[config.mk]
export PLATFORM = sky130hd
export DESIGN_NAME = fifo36_tx_scheduler_flat
export DESIGN_NICKNAME = d
export VERILOG_FILES = /design/src/rtl/fifo36_tx_scheduler_pkg.sv /design/src/rtl/fifo36_tx_scheduler_if.sv /design/src/rtl/fifo36_tx_scheduler_rr_pick.sv /design/src/rtl/fifo36_tx_scheduler.sv /design/src/flat_wrapper.sv
export SDC_FILE = /design/constraint.sdc
export NUM_CORES = 1
export LEC_CHECK = 0
export BUFFER_PORTS_ARGS = -buffer_cell sky130_fd_sc_hd__buf_2
export CORE_MARGIN = 3
export CORE_UTILIZATION = 40
export CTS_CLUSTER_DIAMETER = 120
export DETAILED_ROUTE_END_ITERATION = 8
export PLACE_DENSITY = 0.76
export SYNTH_ARGS = -nofsm -noshare
export SYNTH_HDL_FRONTEND = slang
export SYNTH_SLANG_ARGS = --single-unit
[constraint.sdc]
create_clock -name clk -period 5.4 [get_ports clk]
set_input_delay 0.27 -clock clk [delete_from_list [all_inputs] [get_ports clk]]
set_output_delay 0.27 -clock clk [all_outputs]
set_load 0.1 [all_outputs]
[src/rtl/fifo36_tx_scheduler_pkg.sv]
// Shared word-format fields, state encoding and length check for the 36-bit TX scheduler.
package fifo36_tx_scheduler_pkg;

    localparam int unsigned SOF_BIT = 32;
    localparam int unsigned EOF_BIT = 33;
    localparam int unsigned OCC_MSB = 35;
    localparam int unsigned OCC_LSB = 34;
    localparam int unsigned LEN_MSB = 15;

    localparam logic [1:0] IDLE = 2'd0;
    localparam logic [1:0] XFER = 2'd1;
    localparam logic [1:0] DROP = 2'd2;

    typedef logic [35:0] word_t;

    function automatic logic len_bad(input logic [LEN_MSB:0] len, input logic [LEN_MSB:0] max_len);
        return (len == '0) || (len > max_len);
    endfunction

endpackage

[src/rtl/fifo36_tx_scheduler_if.sv]
// Source-side and FIFO-side handshake bundle of the TX scheduler.
interface fifo36_tx_scheduler_if #(
    parameter int unsigned NUM_PORTS = 4
);
    logic [36*NUM_PORTS-1:0] in_data;
    logic [NUM_PORTS-1:0]    in_src_rdy;
    logic [NUM_PORTS-1:0]    in_dst_rdy;
    logic [35:0]             out_data;
    logic                    out_src_rdy;
    logic                    out_dst_rdy;
    logic [15:0]             fifo_space;

    modport master (
        input  in_data, in_src_rdy, out_dst_rdy, fifo_space,
        output in_dst_rdy, out_data, out_src_rdy
    );

    modport slave (
        output in_data, in_src_rdy, out_dst_rdy, fifo_space,
        input  in_dst_rdy, out_data, out_src_rdy
    );
endinterface

[src/rtl/fifo36_tx_scheduler_rr_pick.sv]
// Combinational round-robin picker: first requester after 'last', one-hot result.
module rr_pick #(
    parameter  int unsigned N  = 4,
    localparam int unsigned LW = (N > 1) ? $clog2(N) : 1
) (
    input  logic [N-1:0]  req,
    input  logic [LW-1:0] last,
    output logic [N-1:0]  grant,
    output logic          valid
);
    logic [LW-1:0] idx;

    always_comb begin
        grant = '0;
        valid = 1'b0;
        idx   = '0;
        for (int unsigned k = 1; k <= N; k++) begin
            idx = LW'((32'(last) + k) % N);
            if (!valid && req[idx]) begin
                grant[idx] = 1'b1;
                valid      = 1'b1;
            end
        end
    end
endmodule

[src/rtl/fifo36_tx_scheduler.sv]
// Packet-level round-robin scheduler feeding one 36-bit TX FIFO; only starts packets that fit.
module fifo36_tx_scheduler
    import fifo36_tx_scheduler_pkg::*;
#(
    parameter int unsigned NUM_PORTS = 4,
    parameter int unsigned MAX_LEN   = 64
) (
    input  logic                 clk,
    input  logic                 rst_n,
    fifo36_tx_scheduler_if.master bus,
    output logic                 busy,
    output logic [2:0]           grant,
    output logic [31:0]          pkt_count,
    output logic [15:0]          err_count
);
    localparam int unsigned LW = (NUM_PORTS > 1) ? $clog2(NUM_PORTS) : 1;
    localparam int unsigned RW = $clog2(MAX_LEN + 1);
    localparam logic [15:0] MAX_LEN16 = 16'(MAX_LEN);

    logic [1:0]           state;
    logic [LW-1:0]        gnt_q, last_q, pick_idx;
    logic [RW-1:0]        remain;
    word_t                words [NUM_PORTS];
    word_t                cur;
    logic [NUM_PORTS-1:0] eligible, pick_oh;
    logic                 pick_valid, pick_sof, pick_bad, xfer, pkt_inc, err_inc;

    for (genvar i = 0; i < NUM_PORTS; i++) begin : g_words
        assign words[i] = bus.in_data[36*i +: 36];
    end

    // A well-formed head that does not fit is skipped so other ports are not blocked behind it.
    always_comb begin
        eligible = '0;
        for (int unsigned i = 0; i < NUM_PORTS; i++) begin
            eligible[i] = bus.in_src_rdy[i] &&
                          (!words[i][SOF_BIT] || len_bad(words[i][LEN_MSB:0], MAX_LEN16) ||
                           (bus.fifo_space >= words[i][LEN_MSB:0]));
        end
    end

    rr_pick #(.N(NUM_PORTS)) u_pick (
        .req   (eligible),
        .last  (last_q),
        .grant (pick_oh),
        .valid (pick_valid)
    );

    always_comb begin
        pick_idx = '0;
        for (int unsigned i = 0; i < NUM_PORTS; i++) begin
            if (pick_oh[i]) pick_idx = LW'(i);
        end
    end

    assign cur      = words[gnt_q];
    assign pick_sof = words[pick_idx][SOF_BIT];
    assign pick_bad = len_bad(words[pick_idx][LEN_MSB:0], MAX_LEN16);
    assign xfer     = (state == XFER) && bus.in_src_rdy[gnt_q] && bus.out_dst_rdy;
    assign pkt_inc  = xfer && (cur[EOF_BIT] || (remain == RW'(1)));
    assign err_inc  = ((state == IDLE) && pick_valid && (!pick_sof || pick_bad)) ||
                      (xfer && ((cur[EOF_BIT] && (remain > RW'(1))) ||
                                (!cur[EOF_BIT] && (remain == RW'(1)))));

    always_comb begin
        bus.in_dst_rdy  = '0;
        bus.out_data    = '0;
        bus.out_src_rdy = 1'b0;
        case (state)
            IDLE: bus.in_dst_rdy[pick_idx] = pick_valid && !pick_sof;
            XFER: begin
                bus.out_data = cur;
                // Last word of the declared length always leaves as EOF; the tail is dropped.
                if (remain == RW'(1)) bus.out_data[EOF_BIT] = 1'b1;
                bus.out_src_rdy       = bus.in_src_rdy[gnt_q];
                bus.in_dst_rdy[gnt_q] = bus.out_dst_rdy;
            end
            DROP:    bus.in_dst_rdy[gnt_q] = bus.in_src_rdy[gnt_q];
            default: ;
        endcase
    end

    always_ff @(posedge clk) begin
        if (!rst_n) begin
            state     <= IDLE;
            gnt_q     <= '0;
            last_q    <= LW'(NUM_PORTS - 1);
            remain    <= '0;
            pkt_count <= '0;
            err_count <= '0;
        end else begin
            if (pkt_inc) pkt_count <= pkt_count + 32'd1;
            if (err_inc && (err_count != '1)) err_count <= err_count + 16'd1;
            case (state)
                IDLE: begin
                    if (pick_valid && pick_sof) begin
                        gnt_q <= pick_idx;
                        if (pick_bad) begin
                            state <= DROP;
                        end else begin
                            remain <= words[pick_idx][RW-1:0];
                            last_q <= pick_idx;
                            state  <= XFER;
                        end
                    end
                end
                XFER: begin
                    if (xfer) begin
                        remain <= remain - 1'b1;
                        if (cur[EOF_BIT])             state <= IDLE;
                        else if (remain == RW'(1))    state <= DROP;
                    end
                end
                DROP: begin
                    if (bus.in_src_rdy[gnt_q] && cur[EOF_BIT]) state <= IDLE;
                end
                default: state <= IDLE;
            endcase
        end
    end

    assign busy  = (state != IDLE);
    assign grant = 3'(gnt_q);
endmodule
[src/flat_wrapper.sv]
// flat-port wrapper written by rule: the top's interface ports become plain ports
module fifo36_tx_scheduler_flat import fifo36_tx_scheduler_pkg::*;
#(
    parameter int unsigned NUM_PORTS = 4,
    parameter int unsigned MAX_LEN   = 64
)
  (clk, rst_n, busy, grant, pkt_count, err_count, bus_in_data, bus_in_src_rdy, bus_out_dst_rdy, bus_fifo_space, bus_in_dst_rdy, bus_out_data, bus_out_src_rdy);
  fifo36_tx_scheduler_if #(.NUM_PORTS(NUM_PORTS)) bus_i ();
  input  logic clk;
  input  logic rst_n;
  output logic busy;
  output logic [2:0] grant;
  output logic [31:0] pkt_count;
  output logic [15:0] err_count;
  input wire logic [$bits(bus_i.in_data)-1:0] bus_in_data;
  input wire logic [$bits(bus_i.in_src_rdy)-1:0] bus_in_src_rdy;
  input wire logic [$bits(bus_i.out_dst_rdy)-1:0] bus_out_dst_rdy;
  input wire logic [$bits(bus_i.fifo_space)-1:0] bus_fifo_space;
  output wire logic [$bits(bus_i.in_dst_rdy)-1:0] bus_in_dst_rdy;
  output wire logic [$bits(bus_i.out_data)-1:0] bus_out_data;
  output wire logic [$bits(bus_i.out_src_rdy)-1:0] bus_out_src_rdy;
  assign bus_i.in_data = bus_in_data;
  assign bus_i.in_src_rdy = bus_in_src_rdy;
  assign bus_i.out_dst_rdy = bus_out_dst_rdy;
  assign bus_i.fifo_space = bus_fifo_space;
  assign bus_in_dst_rdy = bus_i.in_dst_rdy;
  assign bus_out_data = bus_i.out_data;
  assign bus_out_src_rdy = bus_i.out_src_rdy;
  fifo36_tx_scheduler #(.NUM_PORTS(NUM_PORTS), .MAX_LEN(MAX_LEN)) u_core (.clk(clk), .rst_n(rst_n), .bus(bus_i), .busy(busy), .grant(grant), .pkt_count(pkt_count), .err_count(err_count));
endmodule
==> out/metrics.cfg, run 1 <==
[floorplan]
initial_utilization=0.412
core_area_um2=17400
std_cell_rows=48
fp.dieW_um=140
dieArea_um2=19600
ios=260
die-height_um=140

[pwr]
powerDensity_nw_per_um2=201
p_int_mw=1.14
switching_power_mw=0.680
seqPwrFrac=0.275
p_leak_nw=4.25
irDropWorstVdd_mv=0.155
clockPowerShare=0.317
combPwrFrac=0.408
finalPower_mw=1.82
switching_share=0.374

[synth]
synth-edff-count=0
ys_types=85
netlist_top_cells_count=ha_1 (79), inv_1 (79), nand2_1 (76)
synth_fp_nets=1109
netlist_area_um2=7170
yosys.area.top_type=dfxtp_1
async_flop_share=0
yosysTopAreaCellShare=0.170
yosysWarnings=0
synth-seq-cells=61
synth_area_leaders=dfxtp_1 (17%), ha_1 (14%), mux4_2 (12%)
synthFlopType=dfxtp_1
synthCells=863
syn-mean-instance-area_um2=8.31
ys_seq_area_frac=0.170

[detailed_routing]
wirelength_um=25400
first_pass_iters=6
num_vias=7887
antenna_left=0
post_drt_wl_per_cell_um=18.9
drc=0
first_iter_violations=612
vias_per_cell=5.88

[global_routing]
grt_pass1_wl_um=39500
grt_max_degree=53
first_global_vias=7580
globalRouteOverflowTotal=0
antenna_found_initial=1
grt_usage=0.248

[critical_path]
r2r_start=u_core.last_q[1]
crit_fanout=8
worst_ep_required_time_ns=5.13
end_kind=output port
arrival_ns=4.86
crit_type=input pin to output port
ff2ff_path_depth=18
critPathLaunchType=input pin
reg2reg_slack_ns=0.87
reg2reg_to=u_core.err_count[5]

[sta]
rsz0062_at_grt=no
slew_violations=0
post-route-min-period_ns=5.13
max_freq_ghz=0.195
period_share=0.950
slew_headroom=0.258
worstMarginPinSlew_ns=1.11
setup_tns_ns=0
finalHoldViolCount=0
setup_viol=0
skew_ns=0.00882

[clock_tree]
cts_root_buffer=clkbuf_16
numCtsBuffers=9
htreeDepth=3
worstSkewPairLatency_ns=0.33
cts_tree=built
postCtsSetupBuffers=0
cts.clk_slew.worst_paths_ns=0.05
cts_buffer_depth=2
cts_sinks=61

[place]
io_buffers=258
gp_congestion=0.973
dp_cells=1325
dpl.hpwl_um=20500

[worst_hold_path]
min_path_type=input pin to flip-flop
worstHoldEndpoint=u_core.last_q[0]
min_from=rst_n
holdPathStages=2

[layout]
layout-drive-gt1-share=0.327
area_growth_pct=26.2
nets=1357
finalNonFillerCells=1341

[job]
drv_cap=0

[status]
status=finished, final reports clean

## cell type report
| class | count | area, um^2 |
|---|---|---|
| Antenna cell | 1 | 2.50 |
| Clock buffer | 11 | 253 |
| Clock inverter | 4 | 47.5 |
| Fill cell | 1694 | 8370 |
| Inverter | 81 | 304 |
| Multi-Input combinational cell | 686 | 5500 |
| Sequential cell | 61 | 1220 |
| Tap cell | 225 | 282 |
| Timing Repair Buffer | 272 | 1440 |
## power by group through the flow
stage,sequential (mW),clock [mW],combinational [mW]
after CTS,0.500,0.586,0.735
after global routing,0.502,0.608,0.801
after detailed placement,0.509,0,0.732
after global placement,0.507,0,0.717
final,0.500,0.575,0.741
after floorplan,0.543,0,0.472
## worst max-delay path: stages
cell	delay (ns)
buf_2	0.11
inv_1	0.05
ha_1	0.28
nand4_1	0.19
or4_1	0.58
o221ai_1	0.33
nand2_1	0.23
mux4_2	0.58
mux2i_2	0.30
o31a_2	0.29
nand2_2	0.15
and4_1	0.27
a211oi_2	0.22
buf_4	0.18
nor2b_1	0.21
a22oi_1	0.12
nor2_2	0.29
buf_12	0.22
## worst max path at each step
stage | from | end | depth (start not counted)
final | bus_in_data[49] | bus_in_dst_rdy[1] | 18
after global routing | bus_fifo_space[14] | bus_in_dst_rdy[3] | 17
after CTS | bus_fifo_space[14] | bus_in_dst_rdy[1] | 17
after detailed placement | bus_fifo_space[14] | u_core.err_count[5] | 18
after global placement | bus_fifo_space[13] | u_core.err_count[7] | 18
after floorplan | bus_in_data[50] | bus_in_dst_rdy[3] | 15
## metrics by stage
stage | utilization | worst slack (ns) | area [um^2] | hold WS [ns]
6_report | 0.520 | 0.268 | 9050 | 0.431
3_5_place_dp | 0.502 | 0.129 | 8740 | 0.470
2_1_floorplan | - | 0.172 | 7170 | 0.423
5_1_grt | 0.520 | 0.0789 | 9050 | 0.470
4_1_cts | 0.519 | 0.241 | 9040 | 0.423
3_3_place_gp | 0.502 | 0.260 | 8740 | 0.463
## cell usage in the layout (no fill, tap or decap), drive strengths merged, types with 17 or more instances in the layout
master	instances
buf	272
inv	79
ha	79
nand2	78
nor2	70
dfxtp	61
a21oi	50
and2	43
mux4	38
nand3	34
nand4	31
xor2	28
o21ai	27
nand2b	17
## per-layer routing
layer | vias to the layer above | wire length [um] | global-route usage | part of all wire
li1 | 3703 | - | - | -
met5 | - | 0 | 0 | 0
met2 | 413 | 12400 | 0.431 | 0.49
met3 | 47 | 2460 | 0.0703 | 0.097
met1 | 3724 | 9890 | 0.299 | 0.39
met4 | 0 | 669 | 0.0688 | 0.026
## state kept, by name, summed over array words and instances (netlist names)
signal and flops:
u_core.err_count 16, u_core.gnt_q 2, u_core.last_q 2, u_core.pkt_count 32, u_core.remain 7, u_core.state 2
## what timing repair did
| item | CTS | global route |
|---|---|---|
| hold buffers | 0 | 0 |
| endpoints found under the setup margin | 0 | 1 |
| gates resized for setup | 0 | 2 |
## logic make-up after synthesis
kind of cell,count (synthesis),share of synthesized area
DFF,61,0.170
buffers and inverters,116,0.0656
xor gates and xnor gates,32,0.0391
muxes,55,0.144
AOI/OAI and AO/OA,168,0.172
other,1,0.000523
adders and majority gates,79,0.138
and+or+nand+nor,351,0.270
Note: power is estimated with default switching activity, not from simulation.
==> run 2: changes to the inputs <==
CORE_UTILIZATION = 45   (was 40)
PLACE_DENSITY = 0.83   (was 0.76)
RECOVER_POWER = 25   (was unset)
==> run 2 against run 1 <==
Compared with the run above: non-clock buffer count is 3 lower; clock skew is 0.0022 ns lower; via count is 0.18% higher; flip-flop and latch count stayed put; worst setup slack worse by 0.11 ns; critical path depth is 1 lower; die area is 11% lower; combinational power is 2% lower; maximum frequency is 2.0% lower; sequential power is 1% lower; clock power hardly changed; power is 1.2% lower.
==> out/metrics.cfg, run 2 (synthesized netlist as in run 1, its figures left out) <==
[clock_tree]
numCtsBuffers=9  ; unchanged
cts_sinks=61  ; unchanged
hold_buffers=0  ; unchanged
cts_tree=built
postCtsSetupBuffers=0  ; unchanged
worstSkewPairLatency_ns=0.33  ; about the same
htreeDepth=3  ; unchanged
cts.repair.resized=0  ; unchanged
cts_buffer_depth=2  ; unchanged
cts.clk_slew.worst_paths_ns=0.05  ; about the same
cts_root_buffer=clkbuf_16

[critical_path]
r2r_start=u_core.last_q[0]
crit_fanout=8  ; unchanged
crit_buf_inv=3  ; -1
crit_slowest_cell=mux4_2
cp_cell_sequence=buf_2, inv_1, ha_1, nand4_1, or4_1, o221ai_1, nand2_1, mux4_2, mux2i_2, o31a_2, nand2_2, and4_1, a211oi_2, nor2b_1, nand2_1, a21oi_1, buf_2
reg2reg_slack_ns=0.85  ; -0.02 ns
setup.worst_path.start=bus_in_data[48]
cpPeakStageDelay_ns=0.59  ; about the same
crit_type=input pin to output port
endpoint=bus_in_dst_rdy[3]
crit_cells=17  ; -1
cp_top_family=simple AND/OR/NAND/NOR gates
reg2reg_to=u_core.err_count[13]
end_kind=output port
arrival_ns=4.97  ; +0.11 ns
ff2ff_path_depth=17  ; -1
worst_ep_required_time_ns=5.13  ; about the same
critPathLaunchType=input pin

[worst_hold_path]
min_path_type=input pin to flip-flop

[layout]
area_growth_pct=24.1
largest_reg_flops=32  ; unchanged
n_antenna_cell=0  ; -1
registers.top_by_ff_count=u_core.pkt_count
layout-drive-gt1-share=0.289  ; -0.0387
most-common-layout-cells=buf_2 (220), inv_1 (79), ha_1 (78), nand2_1 (76), nor2_1 (68)
final_common_cell=buf_2
reg_top3=u_core.pkt_count x32, u_core.err_count x16, u_core.remain x7
fin_area_um2=8900  ; -1.6%
nets=1354  ; -0.22%

[sta]
slew_violations=0  ; unchanged
worstMarginPinSlew_ns=1.21  ; +0.0995 ns
post-route-min-period_ns=5.24  ; +0.106 ns
rsz0062_at_grt=no
finalHoldViolCount=0  ; unchanged
max_freq_ghz=0.191  ; -2.0%
skew_ns=0.00658  ; -0.00224 ns
setup_tns_ns=0  ; unchanged
slew_headroom=0.199  ; -0.0589
period_share=0.970  ; +0.0197
setup_viol=0  ; unchanged

[floorplan]
core_area_um2=15400  ; -12%
fp.dieW_um=132  ; -5.5%
std_cell_rows=45  ; -6.3%
dieArea_um2=17500  ; -11%
ios=260  ; unchanged
die-height_um=132  ; -5.5%
initial_utilization=0.467  ; +0.0548

[global_routing]
grt_pass1_wl_um=38200  ; -3.5%
antenna_found_initial=0  ; -1
globalRouteOverflowTotal=0  ; unchanged
grt_max_degree=54  ; +1.9%
first_global_vias=7423  ; -2.1%
grt_usage=0.266  ; +0.0180

[detailed_routing]
vias_per_cell=5.97  ; +1.5%
first_pass_iters=6  ; unchanged
drc=0  ; unchanged
antenna_left=0  ; unchanged
first_iter_violations=756  ; +24%
wirelength_um=24400  ; -3.8%
num_vias=7901  ; +0.18%
post_drt_wl_per_cell_um=18.5  ; -2.5%

[place]
post_dp_cell_area_um2=8650  ; -1.0%
io_buffers=258  ; unchanged
gp_congestion=0.993  ; +2.1%
dpl.hpwl_um=19600  ; -4.3%

[pwr]
powerDensity_nw_per_um2=202  ; +0.49%
irDropWorstVdd_mv=0.182  ; +18%
p_leak_nw=4.06  ; -4.5%

[job]
drv_cap=0  ; unchanged

[status]
status=finished, final reports clean

==> run 2: cell type report <==
type,count,area (um^2)
Sequential cell,61,1220
Tap cell,211,264
Clock inverter,4,47.5
Clock buffer,11,253
Fill cell,1422,6470
Multi-Input combinational cell,686,5480
Timing Repair Buffer,269,1330
Inverter,81,304
==> run 2: through the flow <==
step / hold WS (ns) / worst slack, ns / std cells / util / power [mW]
after floorplan: 0.423 / 0.172 / 863 / - / 1.01
after global placement: 0.459 / 0.328 / 1308 / 0.563 / 1.21
after detailed placement: 0.475 / 0.198 / 1308 / 0.563 / 1.22
after CTS: 0.444 / 0.261 / 1323 / 0.582 / 1.79
after global routing: 0.496 / 0.0522 / 1323 / 0.579 / 1.88
final: 0.444 / 0.162 / 1323 / 0.579 / 1.80
==> run 2: worst min-delay path by stage <==
stage / depth (start not counted) / startpoint / end / slack (ns)
final: 2 / rst_n / u_core.last_q[0] / 0.44
after global routing: 2 / rst_n / u_core.last_q[1] / 0.50
after CTS: 2 / rst_n / u_core.last_q[0] / 0.44
after detailed placement: 2 / u_core.remain[5] / u_core.remain[5] / 0.47
after global placement: 2 / u_core.err_count[5] / u_core.err_count[5] / 0.46
after floorplan: 2 / rst_n / u_core.err_count[2] / 0.42
==> run 2: metal layers <==
metal	global-route usage	vias up	share of wire
li1	-	3697	-
met1	0.327	3671	0.38
met2	0.450	476	0.48
met3	0.0695	57	0.12
met4	0.0930	0	0.030
met5	0	-	0
==> run 2: report_power, final <==
group / internal, mW / switching (mW) / total, mW
logic: 0.276 / 0.451 / 0.727
registers: 0.469 / 0.0236 / 0.493
clock network: 0.377 / 0.199 / 0.576
total: 1.12 / 0.673 / 1.80
==> run 3: changes to the inputs <==
ABC_CLOCK_PERIOD_IN_PS = 5400   (was unset)
RECOVER_POWER = unset   (was 25)
SETUP_SLACK_MARGIN = 0.05   (was unset)
==> run 3 against run 2 <==
Compared with the run above: maximum frequency fell by 0.51%; via count decreased by 0.49%; non-clock buffer count unchanged; cell area rose by 0.53%; clock power hardly changed; sequential share of layout area down 0.073 points; combinational power is essentially flat; clock skew grew 0.00052 ns; critical endpoint unchanged; worst setup slack worse by 0.027 ns; worst hold slack gained 0.00060 ns; utilization rose by 0.31 points.
==> out/metrics.cfg, run 3 (synthesized netlist as in run 1, its figures left out) <==
[critical_path]
reg2reg_to=u_core.err_count[13]
setup.worst_path.start=bus_fifo_space[14]
end_kind=output port
ff2ff_path_depth=17  ; unchanged
cpPeakStageDelay_ns=0.59  ; about the same
r2r_start=u_core.last_q[0]
reg2reg_slack_ns=0.86  ; about the same
critPathLaunchType=input pin
cp_top_family=simple AND/OR/NAND/NOR gates
crit_type=input pin to output port
endpoint=bus_in_dst_rdy[3]
crit_buf_inv=2  ; -1
cp_cell_sequence=buf_2, ha_1, nand4_1, or4_1, o221ai_1, nand2_1, mux4_2, mux2i_2, o31a_2, nand2_2, and4_1, a211oi_2, nor2b_1, nand2_1, a21oi_1, buf_2
crit_fanout=8  ; unchanged
arrival_ns=4.99  ; +0.02 ns
worst_ep_required_time_ns=5.13  ; about the same
crit_cells=16  ; -1
crit_slowest_cell=mux4_2

[floorplan]
ios=260  ; unchanged
fp.dieW_um=132  ; unchanged
initial_utilization=0.467  ; unchanged
std_cell_rows=45  ; unchanged
core_area_um2=15400  ; unchanged
dieArea_um2=17500  ; unchanged
die-height_um=132  ; unchanged

[status]
status=finished, final reports clean

[pwr]
irDropWorstVdd_mv=0.179  ; -2.0%
p_leak_nw=4.22  ; +4.1%
powerDensity_nw_per_um2=200  ; -0.74%

[detailed_routing]
vias_per_cell=5.94  ; -0.49%
first_iter_violations=783  ; +3.6%
num_vias=7862  ; -0.49%
post_drt_wl_per_cell_um=18.4  ; -0.17%
first_pass_iters=5  ; -1
drc=0  ; unchanged
antenna_left=0  ; unchanged
wirelength_um=24400  ; -0.17%

[sta]
rsz0062_at_grt=no
period_share=0.975  ; +0.00495
setup_viol=0  ; unchanged
post-route-min-period_ns=5.26  ; +0.0267 ns
skew_ns=0.00710  ; +0.000523 ns
finalHoldViolCount=0  ; unchanged
setup_tns_ns=0  ; unchanged
slew_violations=0  ; unchanged
max_freq_ghz=0.190  ; -0.51%
worstMarginPinSlew_ns=0.921  ; -0.286 ns
slew_headroom=0.386  ; +0.187

[global_routing]
grt_usage=0.266  ; unchanged
grt_pass1_wl_um=38200  ; unchanged
grt_max_degree=54  ; unchanged
globalRouteOverflowTotal=0  ; unchanged
antenna_found_initial=0  ; unchanged
first_global_vias=7423  ; unchanged

[layout]
fin_area_um2=8950  ; +0.53%
nets=1354  ; unchanged
n_antenna_cell=0  ; unchanged
n_fill_cell=1398  ; -1.7%
reg_top3=u_core.pkt_count x32, u_core.err_count x16, u_core.remain x7
area_growth_pct=24.8
multiInputGateArea_um2=5480  ; unchanged
most-common-layout-cells=buf_2 (258), inv_1 (79), ha_1 (78), nand2_1 (76), nor2_1 (68)
registers.top_by_ff_count=u_core.pkt_count
layout-drive-gt1-share=0.323  ; +0.0342
regArea_um2=1220  ; unchanged
largest_reg_flops=32  ; unchanged
final_common_cell=buf_2

[clock_tree]
cts_buffer_depth=2  ; unchanged
cts_tree=built
cts.repair.resized=0  ; unchanged
cts_sinks=61  ; unchanged
worstSkewPairLatency_ns=0.33  ; about the same
htreeDepth=3  ; unchanged
cts.clk_slew.worst_paths_ns=0.05  ; about the same
cts_root_buffer=clkbuf_16
hold_buffers=0  ; unchanged
numCtsBuffers=9  ; unchanged
postCtsSetupBuffers=0  ; unchanged

[worst_hold_path]
min_from=rst_n
min_path_type=input pin to flip-flop

[place]
post_dp_cell_area_um2=8650  ; unchanged
io_buffers=258  ; unchanged
gp_congestion=0.993  ; unchanged
dpl.hpwl_um=19600  ; unchanged

[job]
drv_cap=0  ; unchanged

==> run 3: cell count changes in the layout (fill, tap and decap cells not counted) <==
cell and change:
buf_2 +38, clkbuf_1 -38
==> run 3: final cells by class <==
type                            count  area share
Tap cell                          211      0.0295
Clock buffer                       11      0.0282
Clock inverter                      4     0.00531
Inverter                           81      0.0340
Multi-Input combinational cell    686       0.613
Timing Repair Buffer              269       0.154
Sequential cell                    61       0.137
==> run 3: power by group <==
group          internal [mW]  switching [mW]  total, mW
registers              0.469          0.0235      0.493
logic                  0.276           0.450      0.726
clock network          0.377           0.196      0.573
total                   1.12           0.669       1.79
==> run 3: how the worst min path moves through the flow <==
stage	end	slack (ns)	cells after the start
after floorplan	u_core.err_count[2]	0.42	2
after global routing	u_core.last_q[1]	0.50	2
after CTS	u_core.last_q[0]	0.44	2
after detailed placement	u_core.remain[5]	0.47	2
final	u_core.last_q[0]	0.44	2
after global placement	u_core.err_count[5]	0.46	2
==> run 3: worst register-to-register path: cells and delay by family, from the launching register on <==
kind            cells  cell delay, ns
compound gates      6            1.41
fa+ha+maj           1            0.37
buf+inv             3            0.42
flops               1            0.53
simple gates        7            1.73
==> run 3: layer usage <==
layer	vias to the layer above	track usage	wire length [um]
li1	3692	-	-
met1	3643	0.327	9250
met2	467	0.450	11700
met3	60	0.0695	2750
met4	0	0.0930	724
met5	-	0	0
==> run 3: stage by stage <==
stage | utilization | setup slack [ns] | hold slack (ns) | total power [mW] | instances
floorplan | - | 0.172 | 0.423 | 1.01 | 863
global route | 0.582 | 0.0522 | 0.496 | 1.88 | 1323
finish | 0.582 | 0.135 | 0.445 | 1.79 | 1323
CTS | 0.582 | 0.261 | 0.444 | 1.79 | 1323
global placement | 0.563 | 0.328 | 0.459 | 1.21 | 1308
detailed placement | 0.563 | 0.198 | 0.475 | 1.22 | 1308
